==> src/rtl/exibe_sequencia_pkg.sv <==
// Shared definitions for the sequence presenter: state codes and
// default display timings.
package exibe_sequencia_pkg;

   // State codes double as the value shown on the debug 7-segment display.
   typedef enum logic [3:0] {
      INICIAL = 4'h0,
      CARREGA = 4'h1,
      ACESO   = 4'h2,
      APAGADO = 4'h3,
      FIM     = 4'hF
   } estado_t;

   localparam int T_ACESO_PADRAO   = 1000;
   localparam int T_APAGADO_PADRAO = 250;

endpackage

==> src/rtl/exibe_sequencia_if.sv <==
// Bundle between the presenter, the control unit and the game RAM read port.
// Handshake: iniciar is a level request that is honoured only while the
// presenter is idle (ocupado=0); completion is a single-cycle pronto pulse.
// The RAM read port is asynchronous: mem_dado answers mem_endereco in the
// same cycle.
interface exibe_sequencia_if;
   logic       iniciar;
   logic [3:0] rodada;
   logic [3:0] mem_dado;
   logic [3:0] mem_endereco;
   logic [3:0] leds;
   logic       ocupado;
   logic       pronto;
   logic [3:0] db_estado;

   // Control unit / RAM side.
   modport master (
      output iniciar, rodada, mem_dado,
      input  mem_endereco, leds, ocupado, pronto, db_estado
   );

   // Presenter side.
   modport slave (
      input  iniciar, rodada, mem_dado,
      output mem_endereco, leds, ocupado, pronto, db_estado
   );
endinterface

==> src/rtl/exibe_sequencia_temporizador.sv <==
// Display timer: counts cycles while conta_i is high and flags fim_o when
// the count equals the runtime limit. Shared by the lit and dark phases.
module temporizador_exibicao #(
   parameter int W = 16
) (
   input  logic         clock,
   input  logic         reset,
   input  logic         zera_i,
   input  logic         conta_i,
   input  logic [W-1:0] limite_i,
   output logic         fim_o
);

   logic [W-1:0] contagem_q;
   logic [W-1:0] contagem_d;

   // Next count: clear has priority over counting.
   always_comb begin
      contagem_d = contagem_q;
      if (zera_i)
         contagem_d = '0;
      else if (conta_i)
         contagem_d = contagem_q + 1'b1;
   end

   // Count register with synchronous reset.
   always_ff @(posedge clock) begin
      if (reset)
         contagem_q <= '0;
      else
         contagem_q <= contagem_d;
   end

   assign fim_o = (contagem_q == limite_i);

endmodule

==> src/rtl/exibe_sequencia.sv <==
// Sequence presenter: on a start request, walks the game RAM from address 0
// up to the latched rodada, lighting each stored value for T_ACESO cycles
// followed by T_APAGADO dark cycles, then pulses pronto.
module exibe_sequencia
   import exibe_sequencia_pkg::*;
#(
   parameter int T_ACESO   = T_ACESO_PADRAO,
   parameter int T_APAGADO = T_APAGADO_PADRAO,
   parameter int W         = 16
) (
   input  logic              clock,
   input  logic              reset,
   exibe_sequencia_if.slave  bus
);

   estado_t    estado_q, estado_d;
   logic [3:0] led_q, led_d;
   logic [3:0] endereco_q, endereco_d;
   logic [3:0] limite_q, limite_d;

   logic         zera;
   logic         conta;
   logic         fim;
   logic [W-1:0] limite_timer;

   // The timer compares against the last cycle index of the current phase.
   assign limite_timer = (estado_q == ACESO) ? W'(T_ACESO - 1) : W'(T_APAGADO - 1);

   temporizador_exibicao #(.W(W)) u_temporizador (
      .clock    (clock),
      .reset    (reset),
      .zera_i   (zera),
      .conta_i  (conta),
      .limite_i (limite_timer),
      .fim_o    (fim)
   );

   // Next-state, datapath and timer control.
   always_comb begin
      estado_d   = estado_q;
      led_d      = led_q;
      endereco_d = endereco_q;
      limite_d   = limite_q;
      zera       = 1'b0;
      conta      = 1'b0;
      case (estado_q)
         INICIAL: begin
            if (bus.iniciar) begin
               limite_d   = bus.rodada;
               endereco_d = 4'd0;
               estado_d   = CARREGA;
            end
         end
         CARREGA: begin
            led_d    = bus.mem_dado;
            zera     = 1'b1;
            estado_d = ACESO;
         end
         ACESO: begin
            if (fim) begin
               zera     = 1'b1;
               estado_d = APAGADO;
            end else begin
               conta = 1'b1;
            end
         end
         APAGADO: begin
            if (fim) begin
               zera = 1'b1;
               // Address stops at limite, so it never wraps past 15.
               if (endereco_q == limite_q) begin
                  estado_d = FIM;
               end else begin
                  endereco_d = endereco_q + 4'd1;
                  estado_d   = CARREGA;
               end
            end else begin
               conta = 1'b1;
            end
         end
         FIM: begin
            estado_d = INICIAL;
         end
         default: begin
            estado_d = INICIAL;
         end
      endcase
   end

   // State and datapath registers; reset abandons any run in progress.
   always_ff @(posedge clock) begin
      if (reset) begin
         estado_q   <= INICIAL;
         led_q      <= 4'd0;
         endereco_q <= 4'd0;
         limite_q   <= 4'd0;
      end else begin
         estado_q   <= estado_d;
         led_q      <= led_d;
         endereco_q <= endereco_d;
         limite_q   <= limite_d;
      end
   end

   // Moore outputs, derived only from registered state and data.
   assign bus.leds         = (estado_q == ACESO) ? led_q : 4'd0;
   assign bus.mem_endereco = endereco_q;
   assign bus.ocupado      = (estado_q != INICIAL);
   assign bus.pronto       = (estado_q == FIM);
   assign bus.db_estado    = estado_q;

endmodule

==> src/flat_wrapper.sv <==
// flat-port wrapper written by rule: the top's interface ports become plain ports
module exibe_sequencia_flat import exibe_sequencia_pkg::*;
#(
   parameter int T_ACESO   = T_ACESO_PADRAO,
   parameter int T_APAGADO = T_APAGADO_PADRAO,
   parameter int W         = 16
)
  (clock, reset, bus_iniciar, bus_rodada, bus_mem_dado, bus_mem_endereco, bus_leds, bus_ocupado, bus_pronto, bus_db_estado);
  exibe_sequencia_if bus_i ();
  input  logic clock;
  input  logic reset;
  input wire logic [$bits(bus_i.iniciar)-1:0] bus_iniciar;
  input wire logic [$bits(bus_i.rodada)-1:0] bus_rodada;
  input wire logic [$bits(bus_i.mem_dado)-1:0] bus_mem_dado;
  output wire logic [$bits(bus_i.mem_endereco)-1:0] bus_mem_endereco;
  output wire logic [$bits(bus_i.leds)-1:0] bus_leds;
  output wire logic [$bits(bus_i.ocupado)-1:0] bus_ocupado;
  output wire logic [$bits(bus_i.pronto)-1:0] bus_pronto;
  output wire logic [$bits(bus_i.db_estado)-1:0] bus_db_estado;
  assign bus_i.iniciar = bus_iniciar;
  assign bus_i.rodada = bus_rodada;
  assign bus_i.mem_dado = bus_mem_dado;
  assign bus_mem_endereco = bus_i.mem_endereco;
  assign bus_leds = bus_i.leds;
  assign bus_ocupado = bus_i.ocupado;
  assign bus_pronto = bus_i.pronto;
  assign bus_db_estado = bus_i.db_estado;
  exibe_sequencia #(.T_ACESO(T_ACESO), .T_APAGADO(T_APAGADO), .W(W)) u_core (.clock(clock), .reset(reset), .bus(bus_i));
endmodule
==> config.mk <==
export PLATFORM = sky130hd
export DESIGN_NAME = exibe_sequencia_flat
export DESIGN_NICKNAME = d
export VERILOG_FILES = /design/src/rtl/exibe_sequencia_pkg.sv /design/src/rtl/exibe_sequencia_if.sv /design/src/rtl/exibe_sequencia_temporizador.sv /design/src/rtl/exibe_sequencia.sv /design/src/flat_wrapper.sv
export SDC_FILE = /design/constraint.sdc
export NUM_CORES = 1
export LEC_CHECK = 0
export CORE_ASPECT_RATIO = 0.75
export CORE_UTILIZATION = 44
export CTS_CLUSTER_DIAMETER = 40
export DETAILED_ROUTE_END_ITERATION = 10
export DONT_BUFFER_PORTS = 1
export GPL_TIMING_DRIVEN = 0
export PLACE_DENSITY = 0.63
export RECOVER_POWER = 50
export SLEW_MARGIN = 15
export SYNTH_ARGS = -nofsm -noshare
export SYNTH_HDL_FRONTEND = slang
export SYNTH_HIERARCHICAL = 1
export SYNTH_SLANG_ARGS = --single-unit
export TNS_END_PERCENT = 30
==> constraint.sdc <==
create_clock -name clock -period 6.6 [get_ports clock]
set_input_delay 1.32 -clock clock [delete_from_list [all_inputs] [get_ports clock]]
set_output_delay 1.32 -clock clock [all_outputs]
set_load 0.005 [all_outputs]
==> impl_table.tex, run 1 <==
\begin{tabular}{lr}
\hline
Metric & Value \\
\hline
\multicolumn{2}{l}{\textbf{Status}} \\
\quad Result of the run & finished, final reports clean \\
\multicolumn{2}{l}{\textbf{Timing}} \\
\quad Hold Vio Cnt, Final & 0 \\
\quad Finish-stage setup viols & 0 \\
\quad RSZ-0062 raised after global routing & false \\
\quad Final Slew Violations & 0 \\
\quad Max-slew headroom at the worst pin & 25.4\% \\
\quad Worst Tran Pin Value & 1.12 ns \\
\quad Maximum achievable frequency & 0.229 GHz \\
\quad Final worst path period need & 4.37 ns \\
\quad Fraction of the cycle the final worst path needs & 66.2\% \\
\quad Setup TNS Final & 0 ns \\
\quad Worst hold slack & 0.503 ns \\
\quad Max Clock Skew & 0.00505 ns \\
\multicolumn{2}{l}{\textbf{Layout}} \\
\quad Layout cell share with drive strength beyond 1 & 11.8\% \\
\quad Commonest non-fill, non-tap cell in the layout & sky130\_fd\_sc\_hd\_\_dfxtp\_1 \\
\quad \# nets final & 216 \\
\quad Synth-to-layout area growth & 10.0\% \\
\quad Antenna diode instance count & 0 \\
\quad Commonest non-fill, non-tap cells in the layout & sky130\_fd\_sc\_hd\_\_dfxtp\_1 (31), sky130\_fd\_sc\_hd\_\_nor2\_1 (28), sky130\_fd\_sc\_hd\_\_xnor2\_1 (25) \\
\quad Filler Cell Count & 347 \\
\multicolumn{2}{l}{\textbf{Route}} \\
\quad Post-route antenna net violation count & 0 \\
\quad Detail-routed via count per cell & 5.17 \\
\quad Drt pass-1 iters & 4 \\
\quad Per-cell routed wire length & 13.2 um \\
\quad Routed vias & 1,324 \\
\quad Residual DRC count & 0 \\
\quad Detailed Route WL & 3.38 mm \\
\quad Number of DRC markers in iteration 0 & 70 \\
\multicolumn{2}{l}{\textbf{Power}} \\
\quad Net switching power of the design & 0.0979 mW \\
\quad Sequential cell fraction of total power & 52.1\% \\
\quad Worst vdd ir & 162 uV \\
\quad Internal cell power & 0.280 mW \\
\quad Power density normalized to cell area & 199 nW/um\^{}2 \\
\quad Leakage Power & 0.728 nW \\
\quad Clock group share of total power & 37.4\% \\
\quad Fraction of power spent switching nets & 25.9\% \\
\quad Combinational share of power & 10.5\% \\
\multicolumn{2}{l}{\textbf{Floorplanning}} \\
\quad DIE HEIGHT & 56.2 um \\
\quad Core box area & 3710 sq um \\
\quad Die width & 74.3 um \\
\quad Initial Utilization & 46.5\% \\
\quad Floorplan die area & 4170 sq um \\
\quad I/O Pins & 25 \\
\quad Cell row count & 19 \\
\multicolumn{2}{l}{\textbf{GRT}} \\
\quad Global-route wire length before repair & 5.89 mm \\
\quad Remaining global-route overflow & 0 \\
\quad Initial antenna violation count & 0 \\
\quad Largest net degree at the start of global routing & 11 \\
\quad Overall fraction of global-route tracks in use & 18.6\% \\
\quad Number of global-route vias before repair & 1,284 \\
\multicolumn{2}{l}{\textbf{Clock network}} \\
\quad Root buffer selected by CTS & sky130\_fd\_sc\_hd\_\_clkbuf\_8 \\
\quad Clock buffer count from CTS & 5 \\
\quad CTS tree & built \\
\quad Clock latency reported for the late side of the worst-skew pair & 0.28 ns \\
\quad Maximum number of buffers from clock root to sink & 2 \\
\quad CTS sink count & 31 \\
\quad Count of cells resized by post-cts repair & 0 \\
\quad Post-cts hold buffer count & 0 \\
\quad Setup fix buffers added after clock tree synthesis & 0 \\
\quad Max H-tree Level & 2 \\
\quad Clk slew on worst S/H paths & 0.07 ns \\
\multicolumn{2}{l}{\textbf{Yosys}} \\
\quad Cell count after synthesis & 188 \\
\quad Main synth FF type & sky130\_fd\_sc\_hd\_\_dfxtp\_1 \\
\quad Proportion of synthesized chip area in sequential cells & 36.0\% \\
\quad Main area contributors after synthesis & sky130\_fd\_sc\_hd\_\_dfxtp\_1 (36\%), sky130\_fd\_sc\_hd\_\_xnor2\_1 (13\%), sky130\_fd\_sc\_hd\_\_nor2\_1 (6.1\%) \\
\quad Yosys warning total & 6 \\
\quad Largest area contributor in the netlist & sky130\_fd\_sc\_hd\_\_dfxtp\_1 \\
\quad Share of flip-flops with an asynchronous set or reset & 0\% \\
\quad Synthesized area per cell & 9.16 sq um \\
\quad Combined area of all synthesized cells & 1720 sq um \\
\quad Count of flip-flops with a built-in enable after synthesis & 0 \\
\quad Number of distinct library cell variants in the gate-level netlist after synthesis & 46 \\
\quad Top cell type's share of synthesized area & 36.0\% \\
\quad Seq cells post-synth & 31 \\
\multicolumn{2}{l}{\textbf{Setup path}} \\
\quad Flop-to-flop setup slack & 2.23 ns \\
\quad Critical path's top delay family & simple AND/OR/NAND/NOR gates \\
\quad Max stage delay cell, worst path & sky130\_fd\_sc\_hd\_\_nor3b\_1 \\
\quad Worst EP arrival & 4.52 ns \\
\quad Delay of the slowest cell on the worst path & 0.95 ns \\
\quad Worst Path Required & 6.75 ns \\
\quad Maximum fanout along the worst path & 10 \\
\quad Crit path capture type & flip-flop \\
\quad Type of the setup path with the least slack & flip-flop to flip-flop \\
\quad Element type at the critical path start & flip-flop \\
\quad Most common cell type on the critical path & sky130\_fd\_sc\_hd\_\_clkbuf\_1 \\
\quad Bufs and invs on worst path & 4 \\
\quad CP cell instances & clkbuf\_1 -> nor3b\_1 -> inv\_1 -> xnor2\_1 -> nand4\_1 -> nor4\_1 -> mux2i\_1 -> nor2\_1 -> or2\_2 -> clkbuf\_1 -> clkbuf\_1 -> nor2\_1 \\
\multicolumn{2}{l}{\textbf{Worst hold path}} \\
\quad Hold WC Path Type & flip-flop to flip-flop \\
\multicolumn{2}{l}{\textbf{Placed design}} \\
\quad Port bufs & 0 \\
\quad Routability congestion estimate from global placement & 0.753 \\
\quad Detailed-placement wirelength estimate & 2.56 mm \\
\multicolumn{2}{l}{\textbf{Run}} \\
\quad Max Cap Viol & 0 \\
\hline
\end{tabular}
[tightest hold or removal path, cell delays in order (launching register included)]
cell,delay [ns]
sky130_fd_sc_hd__dfxtp_1,0.32
sky130_fd_sc_hd__mux2i_1,0.07
sky130_fd_sc_hd__nor2_1,0.08
[area by class of cell]
class                      count  area, sq um  share of cell area (%)
buffer                        11         71.3                    3.76
clock inverter                 3         15.0                   0.792
clock buffer                   5         68.8                    3.63
multi-input combinational    149         1040                    54.7
tap                           52         65.1                    3.43
sequential                    31          621                    32.7
inverter                       5         18.8                   0.990
[flip-flops by register name, summed over array words and instances (netlist names)]
signal,cells
u_core/limite_q,4
u_core/led_q,4
u_core/bus.mem_endereco,4
u_core/u_temporizador/contagem_q,16
u_core/bus.db_estado,3
[kinds of logic after synthesis]
kind of cell,Yosys count,synth area share (%)
DFF,31,36.0
and+or+nand+nor,78,27.3
buffers and inverters,16,5.30
xor gates and xnor gates,30,15.3
other,2,0.436
muxes,11,6.46
adders and majority gates,2,1.45
AOI/OAI and AO/OA,18,7.77
[power by group through the flow]
stage / Combinational (mW) / Sequential, mW / Clock, mW
final: 0.0396 / 0.197 / 0.141
after detailed placement: 0.0404 / 0.201 / 0
after floorplan: 0.0342 / 0.200 / 0
after global placement: 0.0392 / 0.201 / 0
after CTS: 0.0407 / 0.197 / 0.146
after global routing: 0.0443 / 0.197 / 0.152
[through the flow]
stage / cells / util [%] / power (mW) / setup slack, ns / instance area (sq um)
after detailed placement: 248 / 49.0 / 0.242 / 2.37 / 1820
final: 256 / 51.1 / 0.378 / 2.23 / 1900
after CTS: 256 / 51.3 / 0.384 / 2.35 / 1900
after global placement: 248 / 49.0 / 0.240 / 2.51 / 1820
after global routing: 256 / 51.1 / 0.394 / 1.64 / 1900
after floorplan: 196 / - / 0.234 / 3.17 / 1750
[cell usage after synthesis, types with 4 or more instances]
cell type                  instances
sky130_fd_sc_hd__dfxtp_1          31
sky130_fd_sc_hd__nand4_1           9
sky130_fd_sc_hd__and2_1            4
sky130_fd_sc_hd__nor2_1           28
sky130_fd_sc_hd__clkbuf_1          5
sky130_fd_sc_hd__a21oi_1           5
sky130_fd_sc_hd__nand3_1           6
sky130_fd_sc_hd__inv_1             5
sky130_fd_sc_hd__xor2_1            5
sky130_fd_sc_hd__xnor2_1          25
sky130_fd_sc_hd__nand2_1           7
sky130_fd_sc_hd__mux2i_1          10
[layer usage]
layer | part of all wire, % | routed length, um | global-route usage [%] | vias up
li1 | - | - | - | 681
met4 | 1.6 | 55 | 6.47 | 0
met2 | 42 | 1410 | 25.8 | 26
met1 | 51 | 1730 | 27.3 | 609
met3 | 5.5 | 185 | 5.25 | 8
met5 | 0 | 0 | 0 | -
[worst paths after layout]
path                            depth (start not counted)                                   to                     from
worst max-delay path                                   12  u_core/u_temporizador/contagem_q[0]  u_core/bus.db_estado[1]
worst min-delay path                                    2                      u_core/led_q[3]          u_core/led_q[3]
worst max register to register                         12  u_core/u_temporizador/contagem_q[0]  u_core/bus.db_estado[1]
worst min register to register                          2                      u_core/led_q[3]          u_core/led_q[3]
(Power assumes the default switching activity.)
==> inputs of run 2 (changes only) <==
Clock period 6.6 ns to 4.4 ns, I/O delays scaled along.
==> run 2 against run 1 <==
  * Largest cell class unchanged
  * Highest routed layer unchanged
  * Power up 50%
  * Via count about the same
  * Non-clock buffer count unchanged
  * Fmax up 15%
  * Cell count unchanged
  * Hold slack about the same
==> impl_table.tex, run 2 (synthesized netlist as in run 1, its figures left out) <==
\begin{tabular}{lr}
\hline
Metric & Value \\
\hline
\multicolumn{2}{l}{\textbf{Status}} \\
\quad Result of the run & finished, final reports clean (unchanged) \\
\multicolumn{2}{l}{\textbf{GRT}} \\
\quad Global-route wire length before repair & 5.89 mm (unchanged) \\
\quad Number of global-route vias before repair & 1,284 (unchanged) \\
\quad Initial antenna violation count & 0 (unchanged) \\
\quad Remaining global-route overflow & 0 (unchanged) \\
\quad Largest net degree at the start of global routing & 11 (unchanged) \\
\quad Overall fraction of global-route tracks in use & 18.6\% (unchanged) \\
\multicolumn{2}{l}{\textbf{Floorplanning}} \\
\quad Die width & 74.3 um (unchanged) \\
\quad Cell row count & 19 (unchanged) \\
\quad I/O Pins & 25 (unchanged) \\
\quad Initial Utilization & 46.5\% (unchanged) \\
\quad Floorplan die area & 4170 sq um (unchanged) \\
\quad DIE HEIGHT & 56.2 um (unchanged) \\
\quad Core box area & 3710 sq um (unchanged) \\
\multicolumn{2}{l}{\textbf{Clock network}} \\
\quad Root buffer selected by CTS & sky130\_fd\_sc\_hd\_\_clkbuf\_8 (unchanged) \\
\quad Clock latency reported for the late side of the worst-skew pair & 0.28 ns (about the same) \\
\quad Clock buffer count from CTS & 5 (unchanged) \\
\quad Setup fix buffers added after clock tree synthesis & 0 (unchanged) \\
\quad CTS sink count & 31 (unchanged) \\
\quad Max H-tree Level & 2 (unchanged) \\
\quad Count of cells resized by post-cts repair & 0 (unchanged) \\
\quad Clk slew on worst S/H paths & 0.07 ns (about the same) \\
\quad Maximum number of buffers from clock root to sink & 2 (unchanged) \\
\quad Post-cts hold buffer count & 0 (unchanged) \\
\quad CTS tree & built (unchanged) \\
\multicolumn{2}{l}{\textbf{Placed design}} \\
\quad Detailed-placement wirelength estimate & 2.56 mm (unchanged) \\
\quad Routability congestion estimate from global placement & 0.753 (unchanged) \\
\quad Port bufs & 0 (unchanged) \\
\multicolumn{2}{l}{\textbf{Worst hold path}} \\
\quad Depth of the worst hold-timing path & 2 (unchanged) \\
\quad Hold\_sp & u\_core/led\_q[3] (unchanged) \\
\quad Hold WC Path Type & flip-flop to flip-flop (unchanged) \\
\quad End of the worst hold path & u\_core/led\_q[3] (unchanged) \\
\multicolumn{2}{l}{\textbf{Layout}} \\
\quad Layout Utilization & 51.3\% (was 51.1\%) \\
\quad Max FFs per register & 16 (unchanged) \\
\quad Register ranked first by flip-flop count & u\_core/u\_temporizador/contagem\_q (unchanged) \\
\quad Synth-to-layout area growth & 10.4\% (was 10.0\%) \\
\quad Commonest non-fill, non-tap cell in the layout & sky130\_fd\_sc\_hd\_\_dfxtp\_1 (unchanged) \\
\quad Antenna diode instance count & 0 (unchanged) \\
\quad Layout cell share with drive strength beyond 1 & 12.7\% (was 11.8\%) \\
\quad Commonest non-fill, non-tap cells in the layout & sky130\_fd\_sc\_hd\_\_dfxtp\_1 (31), sky130\_fd\_sc\_hd\_\_nor2\_1 (28), sky130\_fd\_sc\_hd\_\_xnor2\_1 (25) (unchanged) \\
\quad \# nets final & 216 (unchanged) \\
\multicolumn{2}{l}{\textbf{Setup path}} \\
\quad Capture point of the worst reg-to-reg path & u\_core/u\_temporizador/contagem\_q[2] (was u\_core/u\_temporizador/contagem\_q[0]) \\
\quad Maximum fanout along the worst path & 10 (unchanged) \\
\quad Crit path capture type & flip-flop (unchanged) \\
\quad R2R Path Start & u\_core/bus.db\_estado[1] (unchanged) \\
\quad Worst Path Required & 4.56 ns (was 6.75 ns) \\
\quad Element type at the critical path start & flip-flop (unchanged) \\
\quad Worst reg2reg path depth & 12 (unchanged) \\
\quad Type of the setup path with the least slack & flip-flop to flip-flop (unchanged) \\
\quad Worst EP arrival & 3.96 ns (was 4.52 ns) \\
\quad Flop-to-flop setup slack & 0.60 ns (was 2.23 ns) \\
\multicolumn{2}{l}{\textbf{Timing}} \\
\quad Worst hold slack & 0.503 ns (about the same) \\
\quad Final worst path period need & 3.80 ns (was 4.37 ns) \\
\quad Setup TNS Final & 0 ns (unchanged) \\
\quad Maximum achievable frequency & 0.263 GHz (was 0.229 GHz) \\
\quad Finish-stage setup viols & 0 (unchanged) \\
\quad Max Clock Skew & 0.00530 ns (was 0.00505 ns) \\
\quad Fraction of the cycle the final worst path needs & 86.5\% (was 66.2\%) \\
\quad Worst Tran Pin Value & 0.950 ns (was 1.12 ns) \\
\quad Hold Vio Cnt, Final & 0 (unchanged) \\
\quad Max-slew headroom at the worst pin & 36.0\% (was 25.4\%) \\
\quad RSZ-0062 raised after global routing & false (unchanged) \\
\quad Final Slew Violations & 0 (unchanged) \\
\multicolumn{2}{l}{\textbf{Route}} \\
\quad Detail-routed via count per cell & 5.17 (about the same) \\
\quad Per-cell routed wire length & 13.3 um (was 13.2 um) \\
\quad Post-route antenna net violation count & 0 (unchanged) \\
\quad Number of DRC markers in iteration 0 & 78 (was 70) \\
\quad Detailed Route WL & 3.41 mm (was 3.38 mm) \\
\quad Drt pass-1 iters & 4 (unchanged) \\
\quad Routed vias & 1,323 (was 1,324) \\
\quad Residual DRC count & 0 (unchanged) \\
\multicolumn{2}{l}{\textbf{Power}} \\
\quad Leakage Power & 0.736 nW (was 0.728 nW) \\
\quad Worst vdd ir & 242 uV (was 162 uV) \\
\quad Power density normalized to cell area & 299 nW/um\^{}2 (was 199 nW/um\^{}2) \\
\multicolumn{2}{l}{\textbf{Run}} \\
\quad Max Cap Viol & 0 (unchanged) \\
\hline
\end{tabular}
-- run 2: changes by cell type in the layout (fill, tap and decap cells not counted), sizes merged --
cell and change:
buf +1, clkbuf -1
-- run 2: through the flow --
step | setup WS [ns] | cell area [sq um] | instances | total power, mW
5_1_grt | 0.131 | 1900 | 256 | 0.591
4_1_cts | 0.154 | 1900 | 256 | 0.576
3_5_place_dp | 0.169 | 1820 | 248 | 0.362
2_1_floorplan | 0.975 | 1750 | 196 | 0.351
6_report | 0.595 | 1900 | 256 | 0.568
3_3_place_gp | 0.312 | 1820 | 248 | 0.360
-- run 2: worst max-delay path: stages, from the launching register on --
cell,delay [ns]
sky130_fd_sc_hd__dfxtp_1,0.36
sky130_fd_sc_hd__buf_2,0.24
sky130_fd_sc_hd__nor3b_2,0.58
sky130_fd_sc_hd__inv_1,0.18
sky130_fd_sc_hd__xnor2_1,0.20
sky130_fd_sc_hd__nand4_1,0.09
sky130_fd_sc_hd__nor4_1,0.73
sky130_fd_sc_hd__mux2i_1,0.18
sky130_fd_sc_hd__nor2_1,0.18
sky130_fd_sc_hd__or2_2,0.13
sky130_fd_sc_hd__clkbuf_1,0.29
sky130_fd_sc_hd__clkbuf_1,0.41
sky130_fd_sc_hd__nor2_1,0.10
-- run 2: routing by layer --
layer	vias to the layer above	wire length [um]	track usage, %	share of wire, %
met5	-	0	0	0
met4	0	55	6.47	1.6
met1	615	1800	27.3	53
met2	22	1410	25.8	41
met3	8	149	5.25	4.4
li1	678	-	-	-
-- run 2: layout make-up --
class | count | area, sq um
sequential | 31 | 621
inverter | 5 | 18.8
buffer | 11 | 72.6
clock buffer | 5 | 68.8
fill | 346 | 1810
multi-input combinational | 149 | 1040
clock inverter | 3 | 15.0
tap | 52 | 65.1
-- run 2: worst max path at each step --
stage	depth (start not counted)	slack, ns	end	startpoint
6_report	12	0.60	u_core/u_temporizador/contagem_q[2]	u_core/bus.db_estado[1]
2_1_floorplan	11	0.97	u_core/u_temporizador/contagem_q[13]	u_core/bus.db_estado[1]
4_1_cts	12	0.15	u_core/u_temporizador/contagem_q[4]	u_core/bus.db_estado[1]
5_1_grt	12	0.13	u_core/u_temporizador/contagem_q[8]	u_core/bus.db_estado[1]
3_5_place_dp	12	0.17	u_core/u_temporizador/contagem_q[4]	u_core/bus.db_estado[1]
3_3_place_gp	12	0.31	u_core/u_temporizador/contagem_q[4]	u_core/bus.db_estado[1]
-- run 2: report_power, final --
group | internal (mW) | total [mW] | switching (mW)
logic | 0.0249 | 0.0600 | 0.0351
clock network | 0.108 | 0.212 | 0.104
registers | 0.288 | 0.296 | 0.00792
total | 0.421 | 0.568 | 0.147
==> inputs of run 3 (changes only) <==
Settings changed: CORE_UTILIZATION 44 to 35, PLACE_DENSITY 0.63 to 0.53.
==> run 3 against run 2 <==
  * Die area rose by 25%
  * Fmax rose by 0.49%
  * Highest routed layer unchanged
  * Global-route usage fell by 4.4 points
==> impl_table.tex, run 3 (synthesized netlist as in run 1, its figures left out) <==
\begin{tabular}{lr}
\hline
Metric & Value \\
\hline
\multicolumn{2}{l}{\textbf{Route}} \\
\quad Drt pass-1 iters & 4 (unchanged) \\
\quad Post-route antenna net violation count & 0 (unchanged) \\
\quad Detail-routed via count per cell & 4.94 (was 5.17) \\
\quad Routed vias & 1,285 (was 1,323) \\
\quad Detailed Route WL & 3.48 mm (was 3.41 mm) \\
\quad Number of DRC markers in iteration 0 & 47 (was 78) \\
\quad Per-cell routed wire length & 13.4 um (was 13.3 um) \\
\quad Residual DRC count & 0 (unchanged) \\
\multicolumn{2}{l}{\textbf{Timing}} \\
\quad Final Slew Violations & 0 (unchanged) \\
\quad Final worst path period need & 3.79 ns (was 3.80 ns) \\
\quad Finish-stage setup viols & 0 (unchanged) \\
\quad RSZ-0062 raised after global routing & false (unchanged) \\
\quad Final worst setup slack & 0.614 ns (was 0.595 ns) \\
\quad Hold Vio Cnt, Final & 0 (unchanged) \\
\quad Setup TNS Final & 0 ns (unchanged) \\
\quad Max-slew headroom at the worst pin & 36.3\% (was 36.0\%) \\
\quad Worst Tran Pin Value & 0.947 ns (was 0.950 ns) \\
\quad Fraction of the cycle the final worst path needs & 86.0\% (was 86.5\%) \\
\quad Worst hold slack & 0.510 ns (was 0.503 ns) \\
\quad Maximum achievable frequency & 0.264 GHz (was 0.263 GHz) \\
\quad Max Clock Skew & 0.00658 ns (was 0.00530 ns) \\
\multicolumn{2}{l}{\textbf{GRT}} \\
\quad Largest net degree at the start of global routing & 11 (unchanged) \\
\quad Number of global-route vias before repair & 1,203 (was 1,284) \\
\quad Remaining global-route overflow & 0 (unchanged) \\
\quad Global-route wire length before repair & 5.82 mm (was 5.89 mm) \\
\quad Initial antenna violation count & 0 (unchanged) \\
\quad Overall fraction of global-route tracks in use & 14.2\% (was 18.6\%) \\
\multicolumn{2}{l}{\textbf{Placed design}} \\
\quad Placement-stage cell area & 1820 sq um (about the same) \\
\quad Routability congestion estimate from global placement & 0.769 (was 0.753) \\
\quad Port bufs & 0 (unchanged) \\
\quad DP Cell Count & 253 (was 248) \\
\quad Place WS & 0.130 ns (was 0.169 ns) \\
\quad Detailed-placement wirelength estimate & 2.67 mm (was 2.56 mm) \\
\multicolumn{2}{l}{\textbf{Worst hold path}} \\
\quad Hold\_sp & u\_core/led\_q[3] (unchanged) \\
\quad Hold WC Path Type & flip-flop to flip-flop (unchanged) \\
\quad Depth of the worst hold-timing path & 2 (unchanged) \\
\quad End of the worst hold path & u\_core/led\_q[3] (unchanged) \\
\multicolumn{2}{l}{\textbf{Setup path}} \\
\quad Element type at the critical path start & flip-flop (unchanged) \\
\quad Delay of the slowest cell on the worst path & 0.73 ns (about the same) \\
\quad Capture point of the worst reg-to-reg path & u\_core/u\_temporizador/contagem\_q[10] (was u\_core/u\_temporizador/contagem\_q[2]) \\
\quad Bufs and invs on worst path & 4 (unchanged) \\
\quad Flop-to-flop setup slack & 0.61 ns (was 0.60 ns) \\
\quad R2R Path Start & u\_core/bus.db\_estado[1] (unchanged) \\
\quad Worst Path Required & 4.54 ns (was 4.56 ns) \\
\quad Critical path's top delay family & simple AND/OR/NAND/NOR gates (unchanged) \\
\quad Type of the setup path with the least slack & flip-flop to flip-flop (unchanged) \\
\quad CP cell instances & buf\_2 -> nor3b\_2 -> inv\_1 -> xnor2\_1 -> nand4\_1 -> nor4\_1 -> mux2i\_1 -> nor2\_1 -> or2\_2 -> clkbuf\_1 -> clkbuf\_1 -> nor2\_1 (unchanged) \\
\quad Worst EP arrival & 3.93 ns (was 3.96 ns) \\
\quad Crit path capture type & flip-flop (unchanged) \\
\quad Worst reg2reg path depth & 12 (unchanged) \\
\quad Max stage delay cell, worst path & sky130\_fd\_sc\_hd\_\_nor4\_1 (unchanged) \\
\quad Maximum fanout along the worst path & 10 (unchanged) \\
\multicolumn{2}{l}{\textbf{Clock network}} \\
\quad Clock buffer count from CTS & 5 (unchanged) \\
\quad Setup fix buffers added after clock tree synthesis & 0 (unchanged) \\
\quad CTS tree & built (unchanged) \\
\quad Post-cts hold buffer count & 0 (unchanged) \\
\quad Clock latency reported for the late side of the worst-skew pair & 0.28 ns (about the same) \\
\quad Count of cells resized by post-cts repair & 0 (unchanged) \\
\quad CTS sink count & 31 (unchanged) \\
\quad Max H-tree Level & 2 (unchanged) \\
\quad Root buffer selected by CTS & sky130\_fd\_sc\_hd\_\_clkbuf\_8 (unchanged) \\
\quad Clk slew on worst S/H paths & 0.07 ns (about the same) \\
\quad Maximum number of buffers from clock root to sink & 2 (unchanged) \\
\multicolumn{2}{l}{\textbf{Layout}} \\
\quad Final instance area & 1910 sq um (was 1900 sq um) \\
\quad Layout Utilization & 41.5\% (was 51.3\%) \\
\quad Commonest non-fill, non-tap cell in the layout & sky130\_fd\_sc\_hd\_\_dfxtp\_1 (unchanged) \\
\quad Filler Cell Count & 457 (was 346) \\
\quad Commonest non-fill, non-tap cells in the layout & sky130\_fd\_sc\_hd\_\_dfxtp\_1 (31), sky130\_fd\_sc\_hd\_\_nor2\_1 (28), sky130\_fd\_sc\_hd\_\_xnor2\_1 (25) (unchanged) \\
\quad \# nets final & 216 (unchanged) \\
\quad Layout cell share with drive strength beyond 1 & 11.8\% (was 12.7\%) \\
\quad Register ranked first by flip-flop count & u\_core/u\_temporizador/contagem\_q (unchanged) \\
\quad Antenna diode instance count & 0 (unchanged) \\
\quad Synth-to-layout area growth & 10.7\% (was 10.4\%) \\
\quad Cell Count, Final, Fillers Out & 260 (was 256) \\
\quad Max FFs per register & 16 (unchanged) \\
\multicolumn{2}{l}{\textbf{Status}} \\
\quad Result of the run & finished, final reports clean (unchanged) \\
\multicolumn{2}{l}{\textbf{Power}} \\
\quad Final total power & 0.577 mW (was 0.568 mW) \\
\quad Leakage Power & 0.732 nW (was 0.736 nW) \\
\quad Power density normalized to cell area & 303 nW/um\^{}2 (was 299 nW/um\^{}2) \\
\quad Worst vdd ir & 185 uV (was 242 uV) \\
\multicolumn{2}{l}{\textbf{Floorplanning}} \\
\quad I/O Pins & 25 (unchanged) \\
\quad Floorplan die area & 5210 sq um (was 4170 sq um) \\
\quad Cell row count & 21 (was 19) \\
\quad DIE HEIGHT & 62.8 um (was 56.2 um) \\
\quad Initial Utilization & 37.5\% (was 46.5\%) \\
\quad Die width & 83.0 um (was 74.3 um) \\
\quad Core box area & 4600 sq um (was 3710 sq um) \\
\multicolumn{2}{l}{\textbf{Run}} \\
\quad Max Cap Viol & 0 (unchanged) \\
\hline
\end{tabular}
## run 3: cell types whose count changed in the layout (fill, tap and decap cells not counted), sizes merged
| cell | previous run | this run |
|---|---|---|
| clkbuf | 12 | 13 |
| clkinv | 3 | 1 |
## run 3: layout make-up
class / instances / area (sq um) / share of cell area (%)
plain buffers: 11 / 72.6 / 3.81
clock buffers: 6 / 82.6 / 4.33
clock inverters: 1 / 5.00 / 0.262
inverters: 5 / 18.8 / 0.984
multi-input cells: 149 / 1040 / 54.3
flip-flops and latches: 31 / 621 / 32.5
well taps: 57 / 71.3 / 3.74
## run 3: worst max-delay path by stage
stage,start,to,depth (start not counted)
final,u_core/bus.db_estado[1],u_core/u_temporizador/contagem_q[10],12
after global routing,u_core/bus.db_estado[1],u_core/u_temporizador/contagem_q[2],12
after CTS,u_core/bus.db_estado[1],u_core/u_temporizador/contagem_q[2],12
after detailed placement,u_core/bus.db_estado[1],u_core/u_temporizador/contagem_q[2],12
after global placement,u_core/bus.db_estado[1],u_core/u_temporizador/contagem_q[4],12
after floorplan,u_core/bus.db_estado[1],u_core/u_temporizador/contagem_q[13],11
## run 3: worst min-delay path, stage by stage, from the launching register on
cell and delay, ns:
sky130_fd_sc_hd__dfxtp_1 0.33, sky130_fd_sc_hd__mux2i_1 0.07, sky130_fd_sc_hd__nor2_1 0.08
## run 3: power by group
group	internal, mW	total (mW)	leakage, nW	switching (mW)
Clock	0.122	0.221	0.0470	0.0989
Combinational	0.0247	0.0600	0.434	0.0353
Sequential	0.288	0.296	0.251	0.00816
Total	0.435	0.577	0.732	0.142
## run 3: metal layers
metal  global-route usage, %  part of all wire [%]  vias to the layer above
li1                        -                     -                      669
met1                    21.7                    58                      594
met2                    19.3                    38                       18
met3                    3.70                   3.3                        4
met4                    3.88                  0.66                        0
met5                       0                     0                        -
